$ cat src/rtl/fpu_pkg.sv
// Shared FPU definitions: IEEE-754 single-precision layout, exponent
// constants and the per-stage payloads of the pipelined multiplier.
// FMUL_PIPE_ROUND_EN adds the guard/sticky bits to the stage-2 payload.
package fpu_pkg;

   typedef struct packed {
      logic        s;
      logic [7:0]  e;
      logic [22:0] m;
   } fp32_t;

   localparam int         EXP_BIAS = 127;
   localparam logic [7:0] EXP_MAX  = 8'hFF;

   // Exponents are widened to 10 bits and treated as signed so that both
   // underflow (<= 0) and overflow (>= 255) remain visible after the sum.
   typedef logic [9:0] exp_ext_t;

   // 24-bit significand times a 12-bit slice of the other significand
   localparam int PP_W = 36;

   // Stage 1 -> stage 2: unpacked sign/zero, exponent sum, partial products
   typedef struct packed {
      logic            sign;
      logic            zero;
      exp_ext_t        e_sum;
      logic [PP_W-1:0] pp_lo;
      logic [PP_W-1:0] pp_hi;
   } s1_t;

   // Stage 2 -> stage 3: normalized fraction and adjusted exponent
   typedef struct packed {
      logic        sign;
      logic        zero;
      exp_ext_t    e_tmp;
      logic [22:0] frac;
`ifdef FMUL_PIPE_ROUND_EN
      logic        guard;
      logic        sticky;
`endif
   } s2_t;

   // Significand with the implicit leading one restored
   function automatic logic [23:0] sig_of(input fp32_t f);
      return {1'b1, f.m};
   endfunction

   // No denormals: any operand with a zero exponent is zero
   function automatic logic is_zero(input fp32_t f);
      return f.e == 8'h00;
   endfunction

endpackage

$ cat src/rtl/fmul_pipe_if.sv
// Request/response channel of the pipelined FP multiplier. The producer
// side drives operands and tag plus out_ready; the multiplier drives
// in_ready and the result channel.
interface fmul_pipe_if #(
   parameter int TAG_W = 5
);
   logic             in_valid;
   logic             in_ready;
   logic [31:0]      x;
   logic [31:0]      y;
   logic [TAG_W-1:0] in_tag;
   logic             out_valid;
   logic             out_ready;
   logic [31:0]      res;
   logic [TAG_W-1:0] out_tag;

   modport master (
      output in_valid, x, y, in_tag, out_ready,
      input  in_ready, out_valid, res, out_tag
   );

   modport slave (
      input  in_valid, x, y, in_tag, out_ready,
      output in_ready, out_valid, res, out_tag
   );
endinterface

$ cat src/rtl/fmul_pipe_ctrl.sv
// Pipeline control for the 3-stage multiplier: holds the stage valid bits
// and produces the bubble-collapsing advance enables. Stage K moves when it
// is empty or when the stage after it moves, so bubbles are squeezed out.
module fmul_pipe_ctrl (
   input  logic clk,
   input  logic rstn,
   input  logic in_valid,
   input  logic out_ready,
   output logic in_ready,
   output logic adv1,
   output logic adv2,
   output logic adv3,
   output logic out_valid
);

   logic v1, v2, v3;

   // Advance chain evaluated back to front; in_ready is held low in reset
   always_comb begin
      adv3     = !v3 || out_ready;
      adv2     = !v2 || adv3;
      adv1     = !v1 || adv2;
      in_ready = rstn && adv1;
   end

   // Stage valid bits; a stage that advances takes its predecessor's valid
   always_ff @(posedge clk or negedge rstn) begin
      if (!rstn) begin
         v1 <= 1'b0;
         v2 <= 1'b0;
         v3 <= 1'b0;
      end else begin
         // NOTE: non-blocking so every stage samples the pre-edge value of
         // the stage before it; blocking would let an op skip stages.
         if (adv1) v1 <= in_valid;
         if (adv2) v2 <= v1;
         if (adv3) v3 <= v2;
      end
   end

   assign out_valid = v3;

endmodule

$ cat src/rtl/fmul_pipe.sv
// Pipelined IEEE-754 single-precision multiplier, 3 stages, valid/ready on
// both sides, with an opaque tag carried alongside each op.
//   S1: unpack, sign, exponent sum, two 24x12 partial products
//   S2: sum partial products, normalize
//   S3: optional round, range check (flush-to-zero / +-inf), pack
// Simplified semantics: no denormals or NaN; e==255 is an ordinary number.
// Build option: define FMUL_PIPE_ROUND_EN for round-to-nearest-even;
// without it the fraction is truncated and no rounding adder exists.
module fmul_pipe
   import fpu_pkg::*;
#(
   parameter int TAG_W = 5
) (
   input logic        clk,
   input logic        rstn,
   fmul_pipe_if.slave bus
);

   logic adv1, adv2, adv3;
   logic in_ready, out_valid;

   fmul_pipe_ctrl u_ctrl (
      .clk      (clk),
      .rstn     (rstn),
      .in_valid (bus.in_valid),
      .out_ready(bus.out_ready),
      .in_ready (in_ready),
      .adv1     (adv1),
      .adv2     (adv2),
      .adv3     (adv3),
      .out_valid(out_valid)
   );

   assign bus.in_ready  = in_ready;
   assign bus.out_valid = out_valid;

   // ---------------------------------------------------------------- S1
   fp32_t            fx, fy;
   logic [23:0]      sig_x, sig_y;
   s1_t              s1_d, s1_q;
   logic [TAG_W-1:0] tag1_q;

   assign fx    = bus.x;
   assign fy    = bus.y;
   assign sig_x = sig_of(fx);
   assign sig_y = sig_of(fy);

   // Unpack operands and form the two partial products
   always_comb begin
      s1_d.sign  = fx.s ^ fy.s;
      s1_d.zero  = is_zero(fx) || is_zero(fy);
      s1_d.e_sum = {2'b00, fx.e} + {2'b00, fy.e} - exp_ext_t'(EXP_BIAS);
      s1_d.pp_lo = {12'b0, sig_x} * {24'b0, sig_y[11:0]};
      s1_d.pp_hi = {12'b0, sig_x} * {24'b0, sig_y[23:12]};
   end

   // Stage-1 datapath register, loaded whenever stage 1 advances
   always_ff @(posedge clk) begin
      // NOTE: datapath registers carry no reset; the valid bits alone decide
      // whether their contents mean anything, so reset only touches control.
      if (adv1) begin
         s1_q   <= s1_d;
         tag1_q <= bus.in_tag;
      end
   end

   // ---------------------------------------------------------------- S2
   s2_t              s2_d, s2_q;
   logic [TAG_W-1:0] tag2_q;
`ifdef FMUL_PIPE_ROUND_EN
   logic [47:0]      prod;
`else
   logic [24:0]      prod_top;   // product bits [47:23]; lower bits not kept
`endif

   // Sum partial products and normalize to a 1.f significand
   always_comb begin
      // NOTE: every field gets a default first so no path through this block
      // leaves a variable unassigned, which would infer a latch.
      s2_d      = '0;
      s2_d.sign = s1_q.sign;
      s2_d.zero = s1_q.zero;
`ifdef FMUL_PIPE_ROUND_EN
      prod = {12'b0, s1_q.pp_lo} + {s1_q.pp_hi, 12'b0};
      if (prod[47]) begin
         s2_d.frac   = prod[46:24];
         s2_d.guard  = prod[23];
         s2_d.sticky = |prod[22:0];
         s2_d.e_tmp  = s1_q.e_sum + 10'd1;
      end else begin
         s2_d.frac   = prod[45:23];
         s2_d.guard  = prod[22];
         s2_d.sticky = |prod[21:0];
         s2_d.e_tmp  = s1_q.e_sum;
      end
`else
      prod_top = 25'(({12'b0, s1_q.pp_lo} + {s1_q.pp_hi, 12'b0}) >> 23);
      if (prod_top[24]) begin
         s2_d.frac  = prod_top[23:1];
         s2_d.e_tmp = s1_q.e_sum + 10'd1;
      end else begin
         s2_d.frac  = prod_top[22:0];
         s2_d.e_tmp = s1_q.e_sum;
      end
`endif
   end

   // Stage-2 datapath register
   always_ff @(posedge clk) begin
      if (adv2) begin
         s2_q   <= s2_d;
         tag2_q <= tag1_q;
      end
   end

   // ---------------------------------------------------------------- S3
   logic [22:0]      frac3;
   exp_ext_t         e3;
   logic [31:0]      res_d;
   logic [31:0]      res_q;
   logic [TAG_W-1:0] tag3_q;
`ifdef FMUL_PIPE_ROUND_EN
   logic             carry;
`endif

   // Round (optional), then clamp the exponent range and pack the result
   always_comb begin
      frac3 = s2_q.frac;
      e3    = s2_q.e_tmp;
`ifdef FMUL_PIPE_ROUND_EN
      carry = 1'b0;
      if (s2_q.guard && (s2_q.sticky || s2_q.frac[0])) begin
         // A carry out leaves frac3 at zero: 1.111..1 + ulp = 10.000..0
         {carry, frac3} = {1'b0, s2_q.frac} + 24'd1;
         if (carry) e3 = s2_q.e_tmp + 10'd1;
      end
`endif
      if (s2_q.zero || $signed(e3) <= $signed(10'sd0))
         res_d = 32'h0000_0000;
      else if ($signed(e3) >= $signed(10'sd255))
         res_d = {s2_q.sign, EXP_MAX, 23'b0};
      else
         res_d = {s2_q.sign, e3[7:0], frac3};
   end

   // Output register; holds steady while the consumer stalls
   always_ff @(posedge clk or negedge rstn) begin
      if (!rstn) begin
         res_q  <= 32'h0000_0000;
         tag3_q <= '0;
      end else if (adv3) begin
         res_q  <= res_d;
         tag3_q <= tag2_q;
      end
   end

   assign bus.res     = res_q;
   assign bus.out_tag = tag3_q;

endmodule

$ cat src/flat_wrapper.sv
// flat-port wrapper written by rule: the top's interface ports become plain ports
module fmul_pipe_flat import fpu_pkg::*;
#(
   parameter int TAG_W = 5
)
  (clk, rstn, bus_in_valid, bus_x, bus_y, bus_in_tag, bus_out_ready, bus_in_ready, bus_out_valid, bus_res, bus_out_tag);
  fmul_pipe_if #(.TAG_W(TAG_W)) bus_i ();
  input logic clk;
  input logic rstn;
  input wire logic [$bits(bus_i.in_valid)-1:0] bus_in_valid;
  input wire logic [$bits(bus_i.x)-1:0] bus_x;
  input wire logic [$bits(bus_i.y)-1:0] bus_y;
  input wire logic [$bits(bus_i.in_tag)-1:0] bus_in_tag;
  input wire logic [$bits(bus_i.out_ready)-1:0] bus_out_ready;
  output wire logic [$bits(bus_i.in_ready)-1:0] bus_in_ready;
  output wire logic [$bits(bus_i.out_valid)-1:0] bus_out_valid;
  output wire logic [$bits(bus_i.res)-1:0] bus_res;
  output wire logic [$bits(bus_i.out_tag)-1:0] bus_out_tag;
  assign bus_i.in_valid = bus_in_valid;
  assign bus_i.x = bus_x;
  assign bus_i.y = bus_y;
  assign bus_i.in_tag = bus_in_tag;
  assign bus_i.out_ready = bus_out_ready;
  assign bus_in_ready = bus_i.in_ready;
  assign bus_out_valid = bus_i.out_valid;
  assign bus_res = bus_i.res;
  assign bus_out_tag = bus_i.out_tag;
  fmul_pipe #(.TAG_W(TAG_W)) u_core (.clk(clk), .rstn(rstn), .bus(bus_i));
endmodule
$ cat config.mk
export PLATFORM = sky130hd
export DESIGN_NAME = fmul_pipe_flat
export DESIGN_NICKNAME = d
export VERILOG_FILES = /design/src/rtl/fpu_pkg.sv /design/src/rtl/fmul_pipe_if.sv /design/src/rtl/fmul_pipe_ctrl.sv /design/src/rtl/fmul_pipe.sv /design/src/flat_wrapper.sv
export SDC_FILE = /design/constraint.sdc
export NUM_CORES = 2
export LEC_CHECK = 0
export ABC_AREA = 1
export CORE_AREA = 2 2 199 240
export CTS_CLUSTER_SIZE = 24
export DETAILED_ROUTE_END_ITERATION = 10
export DIE_AREA = 0 0 201 242
export GPL_TIMING_DRIVEN = 0
export PLACE_DENSITY = 0.89
export SLEW_MARGIN = 20
export SYNTH_ARGS = -nofsm -noshare
export SYNTH_HDL_FRONTEND = slang
export SYNTH_SLANG_ARGS = --single-unit
$ cat constraint.sdc
create_clock -name clk -period 2.79 [get_ports clk]
set_clock_uncertainty 0.2 [all_clocks]
set_input_delay 0.279 -clock clk [delete_from_list [all_inputs] [get_ports clk]]
set_output_delay 0.279 -clock clk [all_outputs]
set_load 0.05 [all_outputs]
==> run summary, run 1 <==
Status: aborted with a tool error
Halt Stage: global routing
Error: [ERROR GRT-0232] Routing congestion too high. Check the congestion heatmap in the GUI.
Placed Instance Area: 0.0302 sq mm
Top-count cell post-synth: nand2_1
Largest net degree at the start of global routing: 80
Clk buf depth: 2
Placer Congestion: 0.986
Clock Sinks: 157
# port buffers: 111
Asr flop ratio synth: 0.255
Number of synthesized register bits: 157
Post-Syn Instances: 3394
Die Width: 201 um
Mapped Avg Cell Area: 7.80 sq um
Mapped Area: 0.0265 sq mm
Total grt overflow: 155
Post-synth top area cell: fa_1
Sequential-to-total area share from yosys stat: 0.171
Worst EP post-GRT repair: u_core.s1_q[70]$_DFFE_PN_/D
Mapped Nets: 4083
Kind of the worst endpoint: register input
EDFF count, synth: 117
TritonCTS Buffers: 17
Commonest cells post-synth: 1054 x nand2_1, 854 x inv_1, 440 x fa_1
Library cells used by synthesis: 42
Htree depth: 4
Num rows: 87
Dominant register cell in the synthesized netlist: edfxtp_1
Yosys warnings: 0
Num ports: 112
CTS root buffer: clkbuf_16
Initial Util: 0.569
GRT Overall Usage: 0.774
Final HPWL DP: 61.6 mm
Area contributors post-synth: fa_1 33%, nand2_1 15%, edfxtp_1 13%
Die Span Y: 242 um
Top cell type's share of synthesized area: 0.333
-- kinds of logic after synthesis --
group | after synthesis | synth area share
XOR/XNOR | 70 | 0.0232
buffers and inverters | 961 | 0.138
flip-flops | 157 | 0.171
AND/OR/NAND/NOR | 1349 | 0.203
AO/OA/AOI/OAI | 241 | 0.0496
adder cells (fa/ha/maj) | 616 | 0.416
-- timing repair --
action                                 CTS
hold buffers                             2
setup buffers                          181
resized for setup                      736
pin swaps                              197
setup endpoints to repair               58
cloned                                  12
endpoints found under the hold margin   40
-- per-layer routing --
layer,overflow,track usage
met2,68,0.883
met5,1,0.610
met4,64,0.754
met1,15,0.749
met3,7,0.702
-- per-stage QoR --
stage,worst slack [ps],cells,utilization
floorplan,-1800,3394,-
global placement,-3120,4128,0.650
detailed placement,-3180,4129,0.651
CTS,-1830,4356,0.744
==> inputs of run 2 (changes only) <==
--- a/config.mk
+++ b/config.mk
@@ -6,12 +6,11 @@
 export NUM_CORES = 2
 export LEC_CHECK = 0
 export ABC_AREA = 1
-export CORE_AREA = 2 2 199 240
-export CTS_CLUSTER_SIZE = 24
+export CORE_AREA = 2 2 261 263
 export DETAILED_ROUTE_END_ITERATION = 10
-export DIE_AREA = 0 0 201 242
+export DIE_AREA = 0 0 263 265
 export GPL_TIMING_DRIVEN = 0
-export PLACE_DENSITY = 0.89
+export PLACE_DENSITY_LB_ADDON = 0.15
 export SLEW_MARGIN = 20
 export SYNTH_ARGS = -nofsm -noshare
 export SYNTH_HDL_FRONTEND = slang
==> constraint.sdc (replaced) <==
create_clock -name clk -period 3.6 [get_ports clk]
set_clock_uncertainty 0.2 [all_clocks]
set_input_delay 0.36 -clock clk [delete_from_list [all_inputs] [get_ports clk]]
set_output_delay 0.36 -clock clk [all_outputs]
set_load 0.05 [all_outputs]
==> run 2 against run 1 <==
Area after synthesis did not move; synthesized cell count did not move; the flow now finishes, with violations (setup timing).
==> run summary, run 2 <==
Commonest cells post-synth: 1054 x nand2_1, 854 x inv_1, 440 x fa_1
Total grt overflow: 0
Endpoints failing setup: 53
Num ports: 112
Filler Cell Count: 6054
Post-Syn Instances: 3394
Top-count cell post-synth: nand2_1
Post-synthesis mux area share: 0
Critical-path top delay cell: fa_1
Register area: 0.00451 sq mm
TritonRoute pass-1 iters: 5
Status: finished with violations
Wire length per cell: 18.3 um
DRC viols: 0
EDFF count, synth: 117
Compound-Gate Fraction of Synth Area: 0.0496
RSZ-0062 raised after global routing: yes
Num rows: 95
Most flops, register: u_core.s1_q
Max reg flops: 72
CTS root buffer: clkbuf_16
Worst Setup Start Kind: primary input
Main combinational cell family by area after synthesis: adder cells
R2R Setup Slk: 770 ps
Final Hold Viols: 0
Peak Freq: 209 MHz
Req. time, crit path: 3590 ps
Largest net degree at the start of global routing: 52
Synth Area in Adders: 0.416
Crit share post-route: 1.33
Placer Congestion: 0.906
Sequential-to-total area share from yosys stat: 0.171
Htree depth: 4
Post-synthesis simple-gate area fraction: 0.203
Design area: 0.0364 sq mm
Crit-path max cell delay: 550 ps
Mapped Area: 0.0265 sq mm
Vias: 22600
Post-Synth XOR/XNOR Area: 0.0232
Initial antenna violation count: 0
DRC violation total after the first TritonRoute iteration: 1500
GRT Overall Usage: 0.247
Post-detailed-routing wire length: 85.1 mm
Vias in the first global route: 23400
CP cell instances: buf_12 -> clkbuf_16 -> buf_6 -> nand2_4 -> fa_1 -> inv_2 -> fa_1 -> fa_1 -> fa_1 -> inv_2 -> fa_1 -> inv_2 -> ha_4 -> nand2_4 -> nor2_4 -> and2_4 -> nand2_4 -> nand2_4 -> nand2_4 -> buf_6 -> o211ai_1 -> nand2_1
Clk buf depth: 2
Core box area: 0.0668 sq mm
Worst-path maximum fanout: 4
CTS tree: built
Library cells used by synthesis: 42
Multi-input gate area: 0.0210 sq mm
Avg Vias per Cell: 4.85
Die Span Y: 265 um
Hold WC Path Type: primary input to async pin
Number of synthesized register bits: 157
Dominant register cell in the synthesized netlist: edfxtp_1
Clock Sinks: 157
Worst slew pin tran: 688 ps
Yosys warnings: 0
Worst rel slew slack: 0.537
# Max-Cap Violations: 0
Routed Antenna Nets: 0
Core Util, Final: 0.545
Crit. End Element: flop
Max layer used: met4
WL met2: 40.5 mm
Nets: 4461
Layout cells sized above 1: 0.251
Routed wl met3: 4.59 mm
Asr flop ratio synth: 0.255
Setup TNS: -51060 ps
Mapped Avg Cell Area: 7.80 sq um
Initial Util: 0.396
Most common cell after layout, fill and taps aside: nand2_1
TritonCTS Buffers: 17
Area growth syn-to-layout: 37.6%
Final HPWL DP: 66.7 mm
Die area: 0.0697 sq mm
Post-synth top area cell: fa_1
Final worst slack: -1190 ps
Crit path kind: primary input to flop
Worst-path clk slew: 60 ps
Top cell type's share of synthesized area: 0.333
Minimum clock period: 4790 ps
Fin cells: 4659
Global-route wire length before repair: 131 mm
Worst-Skew Late Latency: 440 ps
Die Width: 263 um
Area contributors post-synth: fa_1 33%, nand2_1 15%, edfxtp_1 13%
# port buffers: 111
Commonest cells after routing, fill and taps aside: 906 x nand2_1, 775 x inv_1, 401 x fa_1, 169 x buf_4, 130 x ha_1
Mapped Nets: 4083
Max-slew violation count: 0
Worst EP arrival: 4790 ps
Inst Count DP: 4381
Wire length on met1: 36.9 mm
Placed Instance Area: 0.0306 sq mm
Failing checks: setup timing
[run 2: cell counts after synthesis]
Identical to the previous run, type by type.
[run 2: layout make-up]
type,instances,area share
timing repair buffer,359,0.107
clock inverter,15,0.00484
inverter,857,0.0885
sequential,157,0.124
antenna,1,0.0000687
clock buffer,17,0.0117
buffer,103,0.0579
multi-input combinational,2277,0.577
tap,873,0.0300
[run 2: worst paths after layout]
check	startpoint	endpoint	cells past startpoint
hold / removal	rstn	u_core.u_ctrl.v1	2
setup reg to reg	u_core.s1_q[56]	u_core.frac3[19]	10
setup / recovery	bus_y[8]	u_core.s1_q[59]	22
max in group asynchronous	rstn	u_core.bus.res[31]	3
min in group clk	u_core.s1_q[82]	u_core.s2_q[33]	0
hold reg to reg	u_core.s1_q[82]	u_core.s2_q[33]	0
[run 2: per-stage QoR]
| stage | worst slack [ps] | hold WS (ps) |
|---|---|---|
| 3_5_place_dp | -2710 | 40.7 |
| 3_3_place_gp | -2710 | 202 |
| 5_1_grt | -1340 | 111 |
| 6_report | -1190 | 120 |
| 2_1_floorplan | -1070 | -136 |
| 4_1_cts | -1090 | 81.5 |
[run 2: repair_timing]
action	CTS	global route
endpoints found under the setup margin	57	54
cloned	15	3
pin swaps	192	163
hold buffers	1	0
buffers inserted	169	62
endpoints found under the hold margin	40	0
resized for setup	780	204
[run 2: routing by layer]
| layer | GRT usage | vias to the layer above |
|---|---|---|
| met5 | 0 | - |
| met3 | 0.0330 | 148 |
| met1 | 0.327 | 11000 |
| met4 | 0.0879 | 0 |
| met2 | 0.416 | 653 |
| li1 | - | 10800 |
[run 2: cell families after synthesis]
kind of cell / Yosys count
xor+xnor: 70
buf+inv: 961
flops: 157
simple gates: 1349
compound gates: 241
fa+ha+maj: 616
[run 2: worst max-delay path: cells and delay by family]
family	cells	cell delay, ps
adders and majority gates	6	2980
and+or+nand+nor	8	690
buffers and inverters	7	570
AOI/OAI and AO/OA	1	160
Power of run 2 is left out: the tool's default activity adds up to more than one toggle a clock period on the data nets, which glitch-free logic cannot reach.
